`src/rtl/ladner_approx_sub_if.sv`:
```
// Valid/ready operand and result channels of the approximate subtractor.
// The slave modport is the subtractor side; the master modport is the producer/consumer side.
interface ladner_approx_sub_if #(
    parameter int WIDTH = 16
);
    logic             in_valid;
    logic             in_ready;
    logic [WIDTH-1:0] in_a;
    logic [WIDTH-1:0] in_b;
    logic             in_approx;
    logic             out_valid;
    logic             out_ready;
    logic [WIDTH-1:0] out_diff;
    logic             out_borrow;
    logic             out_err;

    modport slave (
        input  in_valid, in_a, in_b, in_approx, out_ready,
        output in_ready, out_valid, out_diff, out_borrow, out_err
    );

    modport master (
        output in_valid, in_a, in_b, in_approx, out_ready,
        input  in_ready, out_valid, out_diff, out_borrow, out_err
    );
endinterface

```
`src/rtl/ladner_approx_sub.sv`:
```
// Two-stage approximate subtractor D = A + ~B + 1.
// The low K bits use a generate-only carry approximation and the upper bits use an
// exact carry. An exact reference runs alongside so every item carries an error flag,
// and transferred erroneous items are counted in a saturating counter.
module ladner_approx_sub #(
    parameter int WIDTH = 16,
    parameter int K     = 8,
    parameter int CNT_W = 16
) (
    input  logic                 clk,
    input  logic                 rst_n,
    ladner_approx_sub_if.slave   bus,
    input  logic                 clr_count,
    output logic [CNT_W-1:0]     err_count
);

    // Stage 1 state: operands, bit terms, mode and the approximate low segment
    logic             v1_q, v1_d;
    logic [WIDTH-1:0] a1_q, a1_d;
    logic [WIDTH-1:0] b1_q, b1_d;
    logic [WIDTH-1:0] p1_q, p1_d;
    logic [WIDTH-1:0] g1_q, g1_d;
    logic [WIDTH-1:0] low1_q, low1_d;
    logic             approx1_q, approx1_d;

    // Stage 2 state: final result presented on the output channel
    logic             v2_q, v2_d;
    logic [WIDTH-1:0] diff2_q, diff2_d;
    logic             borrow2_q, borrow2_d;
    logic             err2_q, err2_d;

    logic [CNT_W-1:0] cnt_q, cnt_d;

    logic             adv2;
    logic             in_ready_w;
    logic             in_fire;
    logic             out_fire;

    logic [WIDTH-1:0] p_in, g_in, g_shift, low_in;

    logic [WIDTH-1:0] ap_diff;
    logic             ap_borrow;
    logic             carry;
    logic [WIDTH-1:0] ex_diff;
    logic             ex_borrow;
    logic             ap_err;

    assign adv2       = ~v2_q | bus.out_ready;
    assign in_ready_w = ~v1_q | adv2;
    assign in_fire    = bus.in_valid & in_ready_w;
    assign out_fire   = v2_q & bus.out_ready;

    assign bus.in_ready   = in_ready_w;
    assign bus.out_valid  = v2_q;
    assign bus.out_diff   = diff2_q;
    assign bus.out_borrow = borrow2_q;
    assign bus.out_err    = err2_q;
    assign err_count      = cnt_q;

    // Stage 1 next state: form p/g, the approximate low bits (the +1 lands on bit 0 only), and load on accept
    always_comb begin
        p_in    = bus.in_a ^ ~bus.in_b;
        g_in    = bus.in_a & ~bus.in_b;
        g_shift = {g_in[WIDTH-2:0], 1'b1};
        low_in  = '0;
        for (int i = 0; i < WIDTH; i++) begin
            if (i < K) begin
                low_in[i] = p_in[i] ^ g_shift[i];
            end
        end

        v1_d      = v1_q;
        a1_d      = a1_q;
        b1_d      = b1_q;
        p1_d      = p1_q;
        g1_d      = g1_q;
        low1_d    = low1_q;
        approx1_d = approx1_q;
        if (in_ready_w) begin
            v1_d = bus.in_valid;
            if (bus.in_valid) begin
                a1_d      = bus.in_a;
                b1_d      = bus.in_b;
                p1_d      = p_in;
                g1_d      = g_in;
                low1_d    = low_in;
                approx1_d = bus.in_approx;
            end
        end
    end

    // Stage 2 next state: finish the upper segment from carry g_(K-1), compare with the exact difference, advance when free
    always_comb begin
        carry   = 1'b1;
        ap_diff = '0;
        for (int i = 0; i < WIDTH; i++) begin
            if (i < K) begin
                ap_diff[i] = low1_q[i];
                if (i == K - 1) begin
                    carry = g1_q[i];
                end
            end else begin
                ap_diff[i] = p1_q[i] ^ carry;
                carry      = g1_q[i] | (p1_q[i] & carry);
            end
        end
        ap_borrow = ~carry;

        {ex_borrow, ex_diff} = {1'b0, a1_q} - {1'b0, b1_q};
        ap_err = approx1_q & ({ap_borrow, ap_diff} != {ex_borrow, ex_diff});

        v2_d      = v2_q;
        diff2_d   = diff2_q;
        borrow2_d = borrow2_q;
        err2_d    = err2_q;
        if (adv2) begin
            v2_d = v1_q;
            if (v1_q) begin
                diff2_d   = approx1_q ? ap_diff : ex_diff;
                borrow2_d = approx1_q ? ap_borrow : ex_borrow;
                err2_d    = ap_err;
            end
        end
    end

    // Error counter next state: clear has priority over a counted transfer, and the count sticks at all-ones
    always_comb begin
        cnt_d = cnt_q;
        if (clr_count) begin
            cnt_d = '0;
        end else if (out_fire && err2_q && (cnt_q != {CNT_W{1'b1}})) begin
            cnt_d = cnt_q + CNT_W'(1);
        end
    end

    // All pipeline and counter registers; reset empties the pipeline and zeroes the outputs
    always_ff @(posedge clk or negedge rst_n) begin
        if (!rst_n) begin
            v1_q      <= 1'b0;
            a1_q      <= '0;
            b1_q      <= '0;
            p1_q      <= '0;
            g1_q      <= '0;
            low1_q    <= '0;
            approx1_q <= 1'b0;
            v2_q      <= 1'b0;
            diff2_q   <= '0;
            borrow2_q <= 1'b0;
            err2_q    <= 1'b0;
            cnt_q     <= '0;
        end else begin
            v1_q      <= v1_d;
            a1_q      <= a1_d;
            b1_q      <= b1_d;
            p1_q      <= p1_d;
            g1_q      <= g1_d;
            low1_q    <= low1_d;
            approx1_q <= approx1_d;
            v2_q      <= v2_d;
            diff2_q   <= diff2_d;
            borrow2_q <= borrow2_d;
            err2_q    <= err2_d;
            cnt_q     <= cnt_d;
        end
    end

endmodule

```
`src/flat_wrapper.sv`:
```
// flat-port wrapper written by rule: the top's interface ports become plain ports
module ladner_approx_sub_flat 
#(
    parameter int WIDTH = 16,
    parameter int K     = 8,
    parameter int CNT_W = 16
)
  (clk, rst_n, clr_count, err_count, bus_in_valid, bus_in_a, bus_in_b, bus_in_approx, bus_out_ready, bus_in_ready, bus_out_valid, bus_out_diff, bus_out_borrow, bus_out_err);
  ladner_approx_sub_if #(.WIDTH(WIDTH)) bus_i ();
  input  logic clk;
  input  logic rst_n;
  input  logic clr_count;
  output logic [CNT_W-1:0] err_count;
  input wire logic [$bits(bus_i.in_valid)-1:0] bus_in_valid;
  input wire logic [$bits(bus_i.in_a)-1:0] bus_in_a;
  input wire logic [$bits(bus_i.in_b)-1:0] bus_in_b;
  input wire logic [$bits(bus_i.in_approx)-1:0] bus_in_approx;
  input wire logic [$bits(bus_i.out_ready)-1:0] bus_out_ready;
  output wire logic [$bits(bus_i.in_ready)-1:0] bus_in_ready;
  output wire logic [$bits(bus_i.out_valid)-1:0] bus_out_valid;
  output wire logic [$bits(bus_i.out_diff)-1:0] bus_out_diff;
  output wire logic [$bits(bus_i.out_borrow)-1:0] bus_out_borrow;
  output wire logic [$bits(bus_i.out_err)-1:0] bus_out_err;
  assign bus_i.in_valid = bus_in_valid;
  assign bus_i.in_a = bus_in_a;
  assign bus_i.in_b = bus_in_b;
  assign bus_i.in_approx = bus_in_approx;
  assign bus_i.out_ready = bus_out_ready;
  assign bus_in_ready = bus_i.in_ready;
  assign bus_out_valid = bus_i.out_valid;
  assign bus_out_diff = bus_i.out_diff;
  assign bus_out_borrow = bus_i.out_borrow;
  assign bus_out_err = bus_i.out_err;
  ladner_approx_sub #(.WIDTH(WIDTH), .K(K), .CNT_W(CNT_W)) u_core (.clk(clk), .rst_n(rst_n), .bus(bus_i), .clr_count(clr_count), .err_count(err_count));
endmodule
```
`config.mk`:
```
export PLATFORM = sky130hd
export DESIGN_NAME = ladner_approx_sub_flat
export DESIGN_NICKNAME = d
export VERILOG_FILES = /design/src/rtl/ladner_approx_sub_if.sv /design/src/rtl/ladner_approx_sub.sv /design/src/flat_wrapper.sv
export SDC_FILE = /design/constraint.sdc
export NUM_CORES = 1
export LEC_CHECK = 0
export ABC_AREA = 1
export CORE_MARGIN = 3
export CORE_UTILIZATION = 35
export CTS_BUF_LIST = sky130_fd_sc_hd__clkbuf_8
export CTS_CLUSTER_SIZE = 24
export DETAILED_ROUTE_END_ITERATION = 12
export SETUP_SLACK_MARGIN = 0.3
export SYNTH_ARGS = -nofsm -noshare
export SYNTH_HDL_FRONTEND = slang
export SYNTH_SLANG_ARGS = --single-unit
```
`constraint.sdc`:
```
create_clock -name clk -period 7.34 [get_ports clk]
set_clock_uncertainty 0.1 [all_clocks]
set_input_delay 0.734 -clock clk [delete_from_list [all_inputs] [get_ports clk]]
set_output_delay 0.734 -clock clk [all_outputs]
set_load 0.01 [all_outputs]
```
; ---- Word level (Yosys, flattened, before mapping)
; Cells that the tools add are included.
[totals]
input_bits = 38
elab_cells = 67
reg_bits = 109
[classes]
n_reduce_logical = 5
addsub = 2
bitwise_logic = 42
n_eq_ne = 2
mux = 4
[ops]
columns = cell, n
row1 = $mux 16, 3
row2 = $ne 17x17->1, 1
row3 = $sub 16x16->17, 1
row4 = $add 16x1->16 const B, 1
row5 = $and 16x16->16, 1
row6 = $ne 16x16->1 const B, 1
row7 = $not 16->16, 1
row8 = $xor 16x16->16, 1
row9 = $xor 1x1->1, 15
row10 = $and 1x1->1, 10
row11 = $or 1x1->1, 10
row12 = $not 1->1, 4
row13 = $reduce_and 2->1, 2
row14 = $logic_and 1x1->1, 2
row15 = $reduce_bool 2->1, 1
row16 = $mux 1, 1

; ---- Logic depth before layout (Yosys ltp)
[depth]
depth_word = 19
depth_mapped = 22
mapped_depth_nobuf = 22

; ---- Worst setup path before layout
; No wires, ideal clock.
[synth_path]
path_type = reg2reg
startpoint = register u_core.g1_q[7]
endpoint = register u_core.err2_q (netlist: u_core.bus.out_err)
synth_period_minus_slack_ps = 4433
required_time_ps = 7124
arrival_time_ps = 4217
path_slack_ps = 2907
path_stages_with_launch = 21
cell_sequence = dfrtp_1 > ha_1 > or2_2 > ha_1 > or2_2 > ha_1 > or2_2 > ha_1 > or2_2 > ha_1 > or2_2 > ha_1 > or2_2 > ha_1 > or2_2 > ha_1 > or2_2 > xnor2_1 > nand3_1 > nand2_1 > nand2_1
[synth_via]
elab_chain_cells = 19
[synth_lines]
columns = element, line
row1 = "start, declared", ladner_approx_sub.sv:22  ; logic [WIDTH-1:0] g1_q, g1_d;
row2 = "start signal, assigned", ladner_approx_sub.sv:156  ; g1_q <= g1_d;
row3 = $and 1x1->1, ladner_approx_sub.sv:104  ; carry = g1_q[i] | (p1_q[i] & carry);
row4 = $or 1x1->1, ladner_approx_sub.sv:104
row5 = $and 1x1->1, ladner_approx_sub.sv:104
row6 = $or 1x1->1, ladner_approx_sub.sv:104
row7 = $and 1x1->1, ladner_approx_sub.sv:104
row8 = $or 1x1->1, ladner_approx_sub.sv:104
row9 = $and 1x1->1, ladner_approx_sub.sv:104
row10 = $or 1x1->1, ladner_approx_sub.sv:104
row11 = [... 3 more ...], n/a
row12 = $or 1x1->1, ladner_approx_sub.sv:104
row13 = $and 1x1->1, ladner_approx_sub.sv:104
row14 = $or 1x1->1, ladner_approx_sub.sv:104
row15 = $and 1x1->1, ladner_approx_sub.sv:104
row16 = $or 1x1->1, ladner_approx_sub.sv:104
row17 = $not 1->1, ladner_approx_sub.sv:107  ; ap_borrow = ~carry;
row18 = $ne 17x17->1 *, ladner_approx_sub.sv:110  ; ap_err = approx1_q & ({ap_borrow, ap_diff} != {ex_borrow, ex_diff});
row19 = $and 1x1->1 *, ladner_approx_sub.sv:110
row20 = "end signal, assigned", ladner_approx_sub.sv:162  ; err2_q <= err2_d;
row21 = "end, declared", ladner_approx_sub.sv:30  ; logic err2_q, err2_d;
; Every way passes the cells marked *; elsewhere a longest branch is shown, timed or not.
; A chain may end at the register's enable or synchronous reset.

; ---- Worst setup path after layout
; Ends and elaborated chain as after synthesis.

==> results.json <==
{
  "worstPathRequired_ps": 7530,
  "tightest_slew_ps": 1040,
  "coreArea_mm2": 0.0155,
  "r2r_setup_slack_ps": 2750,
  "rows": 45,
  "clock-sinks": 94,
  "clk_pin_slew_ps": 100,
  "die_h_um": 133,
  "wl_met3_um": 449,
  "cts_setup_buffers": 0,
  "fin_crit_sh_pct": 62.6,
  "die-area_mm2": 0.0178,
  "highest_layer": "met4",
  "grt_pass1_wl_um": 22600,
  "clockRootBuffer": "clkbuf_8",
  "place_inst": 1010,
  "hp-class": "in2async",
  "start_util_pct": 36.5,
  "final_common_cell": "nand2_1",
  "reg2reg_to": "u_core.bus.out_err",
  "yosysSeqAreaShare_pct": 41.5,
  "cts-buffers-inserted": 9,
  "antenna_found_initial": 0,
  "crit_type": "reg2reg",
  "outcome": "complete, no violations",
  "sw_frac_of_total_pct": 36.9,
  "drc": 0,
  "p_int_uw": 1180,
  "layout.nets": 890,
  "via_per_inst": 4.67,
  "wl_met2_um": 5910,
  "grt_max_degree": 84,
  "ys_types": 40,
  "yosysWarnings": 0,
  "timing.rr.start": "u_core.g1_q[7]",
  "drv_slew": 0,
  "vdd_drop_max_uv": 87.0,
  "mostFrequentLayoutCells": "nand2_1 (253), inv_1 (103), dfrtp_1 (94)",
  "ys_ff_latch": 94,
  "layout_min_cycle_time_ps": 4590,
  "synth_area_leaders": "dfrtp_1 (41%), nand2_1 (17%), ha_1 (9.0%)",
  "critPathLaunchType": "register",
  "fin_tns_setup_ps": 0,
  "drive_gt1_share_pct": 7.98,
  "max_freq_mhz": 218,
  "drt-initial-drc-count": 254,
  "ant_nets": 0,
  "grt_pass1_vias": 4738,
  "critPathMaxFanout": 2,
  "cts.hold.buffers_added": 0,
  "diodes": 0,
  "drt_pass1_iterations": 4,
  "reg2regPathDepth": 20,
  "area_growth_syn_to_layout_pct": 21.1,
  "yosys.area.top_type_share_pct": 41.5,
  "drv_cap": 0,
  "avgSynthCellArea_um2": 7.68,
  "rsz0062_at_grt": "no",
  "routedWlPerCell_um": 13.0,
  "clockPowerShare_pct": 22.8,
  "p_switching_uw": 689,
  "pwr-share-seq_pct": 36.5,
  "fp.dieW_um": 133,
  "clkLatencyLatePin_ps": 390,
  "dp_hpwl_um": 10000,
  "ys.flop_type": "dfrtp_1",
  "syn_area_mm2": 0.00567,
  "synth_largest_area_cell": "dfrtp_1",
  "cts_tree": "yes",
  "htreeDepth": 3,
  "port_buffers": 73,
  "grt_use_total_pct": 15.6,
  "synthArstFlopShare_pct": 100,
  "synth_edf_count": 0,
  "fin_cells": 1026,
  "gp_congestion": 0.870,
  "clk_path_buf_depth": 2,
  "worstSetupEndpointType": "register",
  "wl_um": 13300,
  "slew_headroom_pct": 30.4,
  "power.density_mw_per_mm2": 272,
  "cp.arrival_ps": 4780,
  "synth_cells": 739,
  "combPwrFrac_pct": 40.7,
  "p_leak_uw": 0.00351,
  "hold_violations": 0,
  "setup_viol": 0,
  "ctsResizeCount": 0,
  "final_util_pct": 44.2,
  "syn-num-nets": 819,
  "grt_overflow_total": 0,
  "num_io_pins": 74,
  "nFillCells": 1611,
  "dr_total_vias": 4788,
  "wl_met1_um": 6720
}
## cells in the mapped netlist (9+ instances only)
cell type and n:
a21oi_1 17, clkbuf_1 14, dfrtp_1 94, ha_1 41
inv_1 102, nand2_1 254, nand2_2 15, nand3_1 52
nor2_1 25, o21ai_0 34, xnor2_1 9
## through the flow
| step | total power (uW) | hold WS (ps) | area (um2) | worst slack, ps |
|---|---|---|---|---|
| 6_report | 1870 | 216 | 6870 | 2750 |
| 3_3_place_gp | 1450 | 356 | 6630 | 2750 |
| 3_5_place_dp | 1460 | 358 | 6630 | 2710 |
| 5_1_grt | 2010 | 248 | 6870 | 2490 |
| 2_1_floorplan | 1180 | 338 | 5670 | 2910 |
| 4_1_cts | 1890 | 225 | 6870 | 2710 |
## per-layer routing
metal | up-vias | global-route usage [%]
li1 | 2509 | -
met1 | 2180 | 21.5
met2 | 85 | 24.7
met3 | 14 | 2.57
met4 | 0 | 5.89
met5 | - | 0
## power by group through the flow
stage	sequential [uW]	combinational, uW	clock (uW)
detailed placement	693	765	0
floorplan	697	483	0
CTS	684	769	437
global placement	691	757	0
finish	682	759	426
global route	695	861	454
## area by class of cell
class                   count  area, um2  area share [%]
clock inverters             6        110            1.60
inverters                 107        402            5.84
clock buffers              10        138            2.00
repair buffers             75        743            10.8
well taps                 211        264            3.84
flip-flops and latches     94       2350            34.2
multi-input cells         523       2870            41.7
## sequential cells by signal, summed over array words and instances (netlist names)
| register | flops |
|---|---|
| u_core.err_count | 16 |
| u_core.a1_q | 16 |
| u_core.g1_q | 9 |
| u_core.low1_q | 8 |
| u_core.bus.out_borrow | 1 |
| u_core.p1_q | 8 |
| u_core.bus.out_diff | 16 |
| u_core.v1_q | 1 |
| u_core.bus.out_valid | 1 |
| u_core.bus.out_err | 1 |
| u_core.approx1_q | 1 |
| u_core.b1_q | 16 |
## worst max-delay path by stage
stage                               from                  to  slack [ps]  cells after the start
final                     u_core.g1_q[7]  u_core.bus.out_err        2750                     20
after global routing      u_core.g1_q[7]  u_core.bus.out_err        2490                     20
after CTS                 u_core.g1_q[7]  u_core.bus.out_err        2710                     20
after detailed placement  u_core.g1_q[7]  u_core.bus.out_err        2710                     20
after global placement    u_core.g1_q[7]  u_core.bus.out_err        2750                     20
after floorplan           u_core.g1_q[7]  u_core.bus.out_err        2910                     20
## worst max-delay path: stages (launching register included)
cell	delay, ps
dfrtp_1	390
ha_1	190
or2_2	290
ha_1	180
or2_2	290
ha_1	170
or2_2	290
ha_1	170
or2_2	270
ha_1	180
or2_2	280
ha_1	170
or2_2	270
ha_1	170
or2_2	270
ha_1	180
or2_2	310
xnor2_1	170
nand3_1	90
nand2_1	60
nand2_1	50
## cell families (layout without fill, tap and decap cells)
family	Yosys count	count (layout)	share of synthesized area (%)
flops	94	94	41.5
compound gates	82	82	8.91
buf+inv	122	198	8.09
simple gates	385	385	29.5
fa+ha+maj	42	42	9.39
xor+xnor	14	14	2.65
No activity file was read; power rests on OpenSTA's default activity.
==> RTL change 1: new RTL, same flow settings <==
`CNT_W` is set to 16 in 2 places; all go to 14.
--- a/src/rtl/ladner_approx_sub.sv
+++ b/src/rtl/ladner_approx_sub.sv
@@ -6,5 +6,5 @@
     parameter int WIDTH = 16,
     parameter int K     = 8,
-    parameter int CNT_W = 16
+    parameter int CNT_W = 14
 ) (
     input  logic                 clk,
--- a/src/flat_wrapper.sv
+++ b/src/flat_wrapper.sv
@@ -4,5 +4,5 @@
     parameter int WIDTH = 16,
     parameter int K     = 8,
-    parameter int CNT_W = 16
+    parameter int CNT_W = 14
 )
   (clk, rst_n, clr_count, err_count, bus_in_valid, bus_in_a, bus_in_b, bus_in_approx, bus_out_ready, bus_in_ready, bus_out_valid, bus_out_diff, bus_out_borrow, bus_out_err);
Ports: changed (resized err_count); port bits go from 74 to 72. No check against the original RTL was run, so the function may have changed too.
==> RTL change 1 against the unedited design <==
Worst setup slack gained 0.061 ns. Sequential cell count decreased by 2. Largest power group unchanged. Critical path depth is the same. Total power shrank 6.9%. Routed wire length shrank 5.1%. Final area shrank 3.4%. Global-route usage fell by 0.38 points. Critical endpoint unchanged. First-iteration DRC count fell by 2.0%. Die area is 2.3% lower. Area after synthesis shrank 2.4%.
==> RTL change 1: results (changes against the unedited design) <==
- First-pass GRT wire length: 21.9 mm (was 22.6 mm)
- Final #Nets: 885 (was 890)
- Logic power comb: 0.739 mW (was 0.759 mW)
- Status: finished, final reports clean (unchanged)
- Leak: 3.38 nW (was 3.51 nW)
- Mapped Nets: 816 (was 819)
- Worst path slowest cell: dfrtp_1 (unchanged)
- DR WL/cell: 12.4 um (was 13.0 um)
- Overall Global Routing Usage: 15.2% (was 15.6%)
- Via/cell ratio: 4.65 (was 4.67)
- WHS: 0.207 ns (was 0.216 ns)
- Synth Instances: 736 (was 739)
- Placer Congestion: 0.895 (was 0.870)
- Sw Share: 39.0% (was 36.9%)
- IO Port Bufs: 71 (was 73)
- Post-route minimum period: 4.53 ns (was 4.59 ns)
- Share of layout cells above drive strength 1: 5.43% (was 7.98%)
- Worst min path class: primary input to asynchronous set/reset pin (unchanged)
- Drt first pass iters: 5 (was 4)
- Vias: 4,747 (was 4,788)
- Net switching power: 0.679 mW (was 0.689 mW)
- Synth top cells by count: nand2_1, inv_1, dfrtp_1 (unchanged)
- Post-Synth XOR/XNOR Area: 2.62% (was 2.65%)
- Placed cells: 1,005 (was 1,010)
- Placed instance area: 0.00646 mm2 (was 0.00663 mm2)
- Synth Area in Compound Gates: 8.14% (was 8.91%)
- Root buffer cell: clkbuf_8 (unchanged)
- Adder-Cell Fraction of Synth Area: 9.63% (was 9.39%)
- R2r worst-path depth: 20 (unchanged)
- Place WS: 2.75 ns (was 2.71 ns)
- Register area share after synthesis: 41.6% (was 41.5%)
- HPWL Detailed: 9.55 mm (was 10.0 mm)
- Slew headroom: 23.0% (was 30.4%)
- Initial drt markers: 249 (was 254)
- Max IR drop VDD: 0.0836 mV (was 0.0870 mV)
- Synth unique cells: 35 (was 40)
- Crit path DAT: 4.71 ns (was 4.78 ns)
- Synth top area cells: dfrtp_1, nand2_1, ha_1, inv_1, nand3_1 (unchanged)
- Sequential Power Share: 38.8% (was 36.5%)
- Vias in the first global route: 4,579 (was 4,738)
[RTL change 1: cell count changes after synthesis, sizes merged, moves of 4 or more]
cell and delta:
inv -4, nand2 -7, nand3 +12, nand4 -5, nor2 +4, nor3 +4
[RTL change 1: per-layer routing]
| layer | vias up | GRT usage, % | share of wire, % |
|---|---|---|---|
| met5 | - | 0 | 0 |
| met2 | 100 | 23.6 | 44 |
| met3 | 12 | 3.74 | 4.8 |
| met1 | 2143 | 21.2 | 50 |
| li1 | 2492 | - | - |
| met4 | 0 | 4.32 | 1.2 |
[RTL change 1: kinds of logic after synthesis]
kind of cell | Yosys count
DFF | 92
xor gates and xnor gates | 15
AOI/OAI and AO/OA | 77
buffers and inverters | 117
and+or+nand+nor | 393
adders and majority gates | 42
[RTL change 1: layout make-up]
class,instances,area [um2]
clock buffers,10,138
clock inverters,6,46.3
inverters,102,383
fillers,1616,8670
multi-input cells,527,2790
repair buffers,73,723
flip-flops and latches,92,2300
well taps,211,264
==> RTL change 2: new RTL, config.mk and constraints unchanged <==
Without the edit above. `a1_q` no longer has a reset.
--- a/src/rtl/ladner_approx_sub.sv
+++ b/src/rtl/ladner_approx_sub.sv
@@ -138,5 +138,4 @@
         if (!rst_n) begin
             v1_q      <= 1'b0;
-            a1_q      <= '0;
             b1_q      <= '0;
             p1_q      <= '0;
@@ -151,5 +150,4 @@
         end else begin
             v1_q      <= v1_d;
-            a1_q      <= a1_d;
             b1_q      <= b1_d;
             p1_q      <= p1_d;
@@ -165,4 +163,8 @@
     end
 
+    always_ff @(posedge clk) begin
+        a1_q <= a1_d;
+    end
+
 endmodule
 
Formal check against the unedited RTL: no difference found for any inputs over 10 cycles, from zero or initial values and one cycle with rst_n low; that may be too few to reach the edited logic, so the function may still have changed.
==> RTL change 2 against the unedited design <==
Core utilization down 1.0 points. Sequential cell count unchanged. Area after synthesis down 3.0%. Total power down 14%. Critical path depth unchanged. Final area down 3.7%. Worst setup slack better by 0.018 ns. Maximum frequency up 0.39%. Routed wire length down 5.1%. Combinational power down 18%. Critical path type unchanged. Largest cell class unchanged.
==> RTL change 2: results (changes against the unedited design) <==
- Status: finished, final reports clean (unchanged)
- Mean Syn Cell Area: 7.92 um2 (was 7.68 um2)
- Placer Congestion: 0.841 (was 0.870)
- Pint: 1.03 mW (was 1.18 mW)
- Final #Nets: 847 (was 890)
- Sequential Power Share: 42.6% (was 36.5%)
- Largest net degree at the start of global routing: 79 (was 84)
- Post-synth EDFFs: 16 (was 0)
- Most used flip-flop cell after synthesis: dfrtp_1 (unchanged)
- Period utilization: 62.4% (was 62.6%)
- HPWL Detailed: 9.55 mm (was 10.0 mm)
- Routed wire length on met3: 486 um (was 449 um)
- Clock power share: 18.8% (was 22.8%)
- Async set-or-reset flop fraction in the synthesized netlist: 83.0% (was 100%)
- Synth top cells by count: nand2_1, inv_1, dfrtp_1 (unchanged)
- Leak: 3.30 nW (was 3.51 nW)
- Worst min path class: register to register (was primary input to asynchronous set/reset pin)
- Overall Global Routing Usage: 15.2% (was 15.6%)
- Via/cell ratio: 4.61 (was 4.67)
- Placed cells: 967 (was 1,010)
- Mapped Nets: 775 (was 819)
- Synth unique cells: 34 (was 40)
- DR WL/cell: 12.8 um (was 13.0 um)
- Met2 wire length: 5.54 mm (was 5.91 mm)
- WHS: 0.382 ns (was 0.216 ns)
- Initial drt markers: 206 (was 254)
- Net switching power: 0.581 mW (was 0.689 mW)
- M1 WL: 6.35 mm (was 6.72 mm)
- Synth top area cells: dfrtp_1, nand2_1, ha_1, edfxtp_1, inv_1 (was dfrtp_1, nand2_1, ha_1, inv_1, nand3_1)
- Register area share after synthesis: 44.2% (was 41.5%)
- Vias: 4,523 (was 4,788)
- Slew headroom: 31.7% (was 30.4%)
- Fillcell total: 1,634 (was 1,611)
- Place WS: 2.69 ns (was 2.71 ns)
- Vias in the first global route: 4,280 (was 4,738)
- Share of layout cells above drive strength 1: 5.45% (was 7.98%)
- Max IR drop VDD: 0.0928 mV (was 0.0870 mV)
- Crit path DAT: 4.75 ns (was 4.78 ns)
- First-pass GRT wire length: 21.2 mm (was 22.6 mm)
- R2r setup slk: 2.76 ns (was 2.75 ns)
[RTL change 2: changes by cell type in the layout (fill, tap and decap cells not counted), sizes merged, moves of 2 or more]
cell	delta
nand3	-9
nand4	-5
dfrtp	-16
bufinv	-3
o21ai	-2
o221ai	+3
inv	+5
edfxtp	+16
nor2	+11
o211ai	-3
nand2	-40
[RTL change 2: routing by layer]
metal / GRT usage (%) / vias to the layer above
li1: - / 2364
met4: 6.65 / 0
met1: 20.8 / 2066
met5: 0 / -
met2: 23.5 / 77
met3: 3.10 / 16
[RTL change 2: cell families (layout without fill, tap and decap cells)]
family	after synthesis	in the layout	share of synthesized area [%]
compound gates	76	76	8.03
xor+xnor	16	16	3.18
flops	94	94	44.2
buf+inv	122	198	8.34
fa+ha+maj	42	42	9.69
simple gates	345	345	26.6
[RTL change 2: stage by stage]
step	utilization, %	instance area, um2
finish	43.2	6620
global route	43.2	6620
CTS	43.2	6620
detailed placement	42.2	6460
global placement	42.2	6460
floorplan	-	5500
[RTL change 2: cell type report]
class                      count  share of cell area, %
clock inverter                 5                  0.303
tap                          211                   3.99
sequential                    94                   36.8
inverter                     108                   6.13
multi-input combinational    479                   39.5
clock buffer                  10                   2.08
timing repair buffer          75                   11.2
[RTL change 2: critical path, cell delays in order (launching register included)]
cell	delay (ns)
dfrtp_1	0.39
ha_1	0.19
or2_2	0.30
ha_1	0.17
or2_2	0.29
ha_1	0.17
or2_2	0.29
ha_1	0.17
or2_2	0.27
ha_1	0.17
or2_2	0.28
ha_1	0.17
or2_2	0.27
ha_1	0.17
or2_2	0.27
ha_1	0.17
or2_2	0.31
xnor2_1	0.17
nand3_1	0.09
nand2_1	0.06
nand2_1	0.05
